==> config.mk <==
export PLATFORM = sky130hd
export DESIGN_NAME = uart_tx_arbiter
export DESIGN_NICKNAME = d
export VERILOG_FILES = /design/src/rtl/uart_tx_arbiter.sv
export SDC_FILE = /design/constraint.sdc
export NUM_CORES = 1
export LEC_CHECK = 0
export CAP_MARGIN = 20
export CORE_MARGIN = 2
export CORE_UTILIZATION = 45
export DETAILED_ROUTE_END_ITERATION = 16
export PLACE_DENSITY = 0.69
export SYNTH_ARGS = -nofsm -noshare
export SYNTH_HDL_FRONTEND = slang
export SYNTH_SLANG_ARGS = --single-unit
export TNS_END_PERCENT = 50
==> constraint.sdc <==
create_clock -name clk -period 2.8 [get_ports clk]
set_clock_uncertainty 0.05 [all_clocks]
set_input_delay 0.7 -clock clk [delete_from_list [all_inputs] [get_ports clk]]
set_output_delay 0.7 -clock clk [all_outputs]
set_load 0.05 [all_outputs]
==> src/rtl/uart_tx_arbiter.sv <==
// Two-requester round-robin arbiter feeding a single UART transmitter that
// sends each granted nibble as a Hamming(7,4) codeword, LSB first.
module uart_tx_arbiter #(
  parameter int unsigned OVERSAMPLE = 8
) (
  input  logic       clk,
  input  logic       rst_n,
  input  logic       ena,
  input  logic [1:0] req,
  input  logic [3:0] nibble0,
  input  logic [3:0] nibble1,
  output logic [1:0] gnt,
  output logic       tx,
  output logic       busy,
  output logic [1:0] state_out,
  output logic [7:0] frame_count
);

  localparam int unsigned CNT_W = 4;
  localparam int unsigned BIT_W = 3;
  localparam logic [CNT_W-1:0] CNT_LAST = CNT_W'(OVERSAMPLE - 1);
  localparam logic [BIT_W-1:0] BIT_LAST = BIT_W'(6);

  typedef enum logic [1:0] {
    IDLE  = 2'd0,
    START = 2'd1,
    DATA  = 2'd2,
    STOP  = 2'd3
  } state_t;

  state_t           state, state_n;
  logic [CNT_W-1:0] cnt, cnt_n;
  logic [BIT_W-1:0] bit_idx, bit_idx_n;
  logic [6:0]       code, code_n;
  logic             last_one, last_one_n;   // requester 1 was granted most recently
  logic [7:0]       frame_count_n;
  logic             tx_n;
  logic             win_one;

  function automatic logic [6:0] hamming(input logic [3:0] d);
    logic [6:0] c;
    c[0] = d[0] ^ d[1] ^ d[3];
    c[1] = d[0] ^ d[2] ^ d[3];
    c[2] = d[0];
    c[3] = d[1] ^ d[2] ^ d[3];
    c[4] = d[1];
    c[5] = d[2];
    c[6] = d[3];
    return c;
  endfunction

  // Next-state, grant and serial-bit selection
  always_comb begin
    state_n       = state;
    cnt_n         = cnt;
    bit_idx_n     = bit_idx;
    code_n        = code;
    last_one_n    = last_one;
    frame_count_n = frame_count;
    gnt           = 2'b00;
    win_one       = req[1] & (~req[0] | ~last_one);

    if (ena && rst_n) begin
      unique case (state)
        IDLE: begin
          if (|req) begin
            gnt        = win_one ? 2'b10 : 2'b01;
            code_n     = hamming(win_one ? nibble1 : nibble0);
            last_one_n = win_one;
            cnt_n      = '0;
            bit_idx_n  = '0;
            state_n    = START;
          end
        end
        START: begin
          if (cnt == CNT_LAST) begin
            cnt_n     = '0;
            bit_idx_n = '0;
            state_n   = DATA;
          end else begin
            cnt_n = cnt + 1'b1;
          end
        end
        DATA: begin
          if (cnt == CNT_LAST) begin
            cnt_n = '0;
            if (bit_idx == BIT_LAST) begin
              state_n = STOP;
            end else begin
              bit_idx_n = bit_idx + 1'b1;
            end
          end else begin
            cnt_n = cnt + 1'b1;
          end
        end
        STOP: begin
          if (cnt == CNT_LAST) begin
            cnt_n         = '0;
            frame_count_n = frame_count + 1'b1;
            state_n       = IDLE;
          end else begin
            cnt_n = cnt + 1'b1;
          end
        end
      endcase
    end

    unique case (state_n)
      START:   tx_n = 1'b0;
      DATA:    tx_n = code_n[bit_idx_n];
      default: tx_n = 1'b1;
    endcase
  end

  always_ff @(posedge clk or negedge rst_n) begin
    if (!rst_n) begin
      state       <= IDLE;
      cnt         <= '0;
      bit_idx     <= '0;
      code        <= '0;
      last_one    <= 1'b1;
      frame_count <= '0;
      tx          <= 1'b1;
      busy        <= 1'b0;
    end else begin
      state       <= state_n;
      cnt         <= cnt_n;
      bit_idx     <= bit_idx_n;
      code        <= code_n;
      last_one    <= last_one_n;
      frame_count <= frame_count_n;
      tx          <= tx_n;
      busy        <= (state_n != IDLE);
    end
  end

  assign state_out = state;

endmodule

==> flow_summary_export.csv <==
group,metric,value,unit
worst_setup_path,reg2reg_depth,9,
synthesis,synth_edf_count,0,
worst_setup_path,r2r-end,"tx",
worst_hold_path,worstHoldPathType,"register to register",
cts,cts_tree,"done",
synthesis,synth_ff_type,"dfrtp_1",
placed_design,placed_area,0.00208,mm2
placed_design,hpwl,2610,um
worst_setup_path,setup.worst_path.class,"input pin to output port",
placed_design,post-place-ws,-184,ps
layout,fillCellCount,288,
layout,area_growth,35.3,%
synthesis,synthArstFlopShare,100,%
cts,cts_max_level,1,
routing,drtIter0Drc,52,
worst_setup_path,start_kind,"input pin",
worst_setup_path,cp-end-kind,"output port",
timing,timing.setup.tns,0,ps
layout,drive_above_1_share,25.8,%
synthesis,synth_top_family_by_area,"simple AND/OR/NAND/NOR gates",
global_routing,track_usage,18.4,%
worst_setup_path,worst-path-max-fanout,5,
timing,period_share,96.8,%
synthesis,netlist_instances,138,
synthesis,synth_mux_area_share,8.93,%
synthesis,avgSynthCellArea,11.5,um2
status,status,"finished, final reports clean",
timing,relSlewSlack,65.0,%
placed_design,placedCellCount,229,
cts,clock-sinks,27,
global_routing,antenna_found_initial,0,
routing,routedWlPerCell,13.8,um
synthesis,synth-compound-area-share,11.5,%
synthesis,syn_nets,155,
placed_design,io_buffer_count,26,
timing,rsz0062_at_grt,"no",
worst_hold_path,hold_end,"frame_count[7]",
synthesis,synth_top_area_cell,"dfrtp_1",
synthesis,yosys.area_share.simple,18.3,%
worst_setup_path,rrSetupSlack,370,ps
synthesis,synth-seq-area-share,42.8,%
cts,clk-insertion-delay-late,320,ps
timing,worst_slew_pin_slew,519,ps
floorplan,core,0.00336,mm2
layout,fin_cells,236,
job,maxCapViolations,0,
timing,finalSetupViolations,0,
worst_hold_path,holdCritStartpoint,"frame_count[7]",
synthesis,synth_cell_types,40,
floorplan,die-area,0.00401,mm2
floorplan,rows,21,
worst_setup_path,cp.arrival,1960,ps
synthesis,synth.top_cell.area_share,39.5,%
synthesis,synthXorXnorAreaFrac,12.0,%
synthesis,synth-seq-cells,27,
routing,drcViolationCount,0,
routing,viasPerCell,5.14,
floorplan,io_pins,27,
timing,hold_violations,0,
worst_hold_path,hold_path_depth,1,
timing,finalMaxSlewViolations,0,
global_routing,grt_max_degree,16,
routing,totalWireLength,3250,um
global_routing,grt_overflow_total,0,
layout,fin_area,0.00214,mm2
layout,antenna_cells,0,
worst_setup_path,worstPathRequired,2050,ps
floorplan,die_y,63.3,um
cts,hold_buffers,0,
routing,num_vias,1212,
synthesis,yosys.area_share.adder,3.16,%
synthesis,syn_area,0.00158,mm2
routing,drt_pass1_iterations,4,
placed_design,place.gp.congestion,0.790,
layout,layout.nets,208,
pwr,leakagePower,1.03,nW
global_routing,grt_pass1_wl,5830,um
cts,cts_made_buffers,3,
timing,setup_ws,90.9,ps
synthesis,synth_area_leaders,"dfrtp_1, mux2_2, xnor2_1",
worst_setup_path,crit_start,"req[0]",
pwr,peakVddDrop,0.000499,V
routing,ant_nets,0,
floorplan,start_util,47.1,%
timing,max_freq,0.369,GHz
global_routing,grt_pass1_vias,1247,
synthesis,yosysWarnings,0,
cts,root_buffer,"clkbuf_4",
timing,min_period,2710,ps
worst_setup_path,r2r_start,"bit_idx[0]",
cts,clk_path_buf_depth,2,
pwr,power_density,676,mW/mm2
floorplan,die_w,63.3,um
cts,cts.clk_slew.worst_paths,130,ps
[kinds of logic after synthesis]
group | Yosys count
fa+ha+maj | 4
mux | 13
xor+xnor | 17
flops | 27
simple gates | 45
compound gates | 21
buf+inv | 11
[report_power, final]
| group | internal, mW | total [mW] | switching, mW |
|---|---|---|---|
| Clock | 0.0558 | 0.166 | 0.111 |
| Sequential | 0.513 | 0.616 | 0.103 |
| Combinational | 0.326 | 0.666 | 0.340 |
[metrics by stage]
| step | power (mW) | util, % | hold slack, ps |
|---|---|---|---|
| 6_report | 1.45 | 63.7 | 451 |
| 5_1_grt | 1.56 | 63.7 | 470 |
| 4_1_cts | 1.46 | 62.9 | 458 |
| 3_5_place_dp | 1.28 | 61.9 | 430 |
| 3_3_place_gp | 1.26 | 61.9 | 410 |
| 2_1_floorplan | 1.07 | - | 354 |
[repair_timing]
item	CTS	global route
gates resized for setup	4	2
setup endpoints to repair	2	3
buffers inserted	0	3
[layer usage]
| layer | routed length, um | global-route usage [%] |
|---|---|---|
| met5 | 0 | 0 |
| met4 | 28 | 5.71 |
| met3 | 77 | 2.68 |
| met2 | 1570 | 29.1 |
| met1 | 1570 | 26.0 |
[synth_stat cells (2+ instances only)]
master and n:
dfrtp_1 25, nand2_1 10, nor2_1 9, inv_1 8
xnor2_1 8, mux2_2 7, xor2_1 6, nand3_1 5
o21ai_0 5, ha_1 4, mux2i_1 4, nor4_1 4
a21o_1 3, a31oi_1 3, and2_1 3, xnor3_1 3
a21oi_1 2, a221o_1 2, and4_1 2, buf_2 2
dfstp_2 2, mux2_1 2, nor3_1 2
[cell usage in the layout (no fill, tap or decap), drive strengths merged, types with 5 or more instances in the layout]
cell	netlist	routed
buf	3	27
inv	8	8
mux2	9	9
nor2	9	9
xnor2	8	8
nand2	10	10
o21ai	5	5
nand3	5	5
clkdlybuf4s50	0	22
nor4	5	5
dfrtp	25	25
xor2	6	6
[worst max-delay path by stage]
stage          slack, ps     end
6_report              90  gnt[0]
5_1_grt               50  gnt[0]
4_1_cts                7  gnt[0]
3_5_place_dp        -180      tx
3_3_place_gp        -120      tx
2_1_floorplan        -20  gnt[0]
[worst max-delay path, stage by stage]
cell             delay (ps)
clkdlybuf4s50_1         540
nor2_2                  110
or2_4                   290
nor2_2                  160
buf_12                  150
[flip-flops by register name (all words and copies together), names as in the netlist]
name and count:
last_one 1, cnt 4, frame_count 8, tx 1, code 7, bit_idx 3
busy 1, state_out 2
[final cells by class]
| class | count | area (um2) | area share (%) |
|---|---|---|---|
| inverters | 8 | 30.0 | 1.40 |
| clock buffers | 4 | 26.3 | 1.23 |
| well taps | 46 | 57.6 | 2.69 |
| repair buffers | 51 | 478 | 22.3 |
| flip-flops and latches | 27 | 678 | 31.6 |
| multi-input cells | 100 | 873 | 40.7 |
No activity file was read; power rests on OpenSTA's default activity.
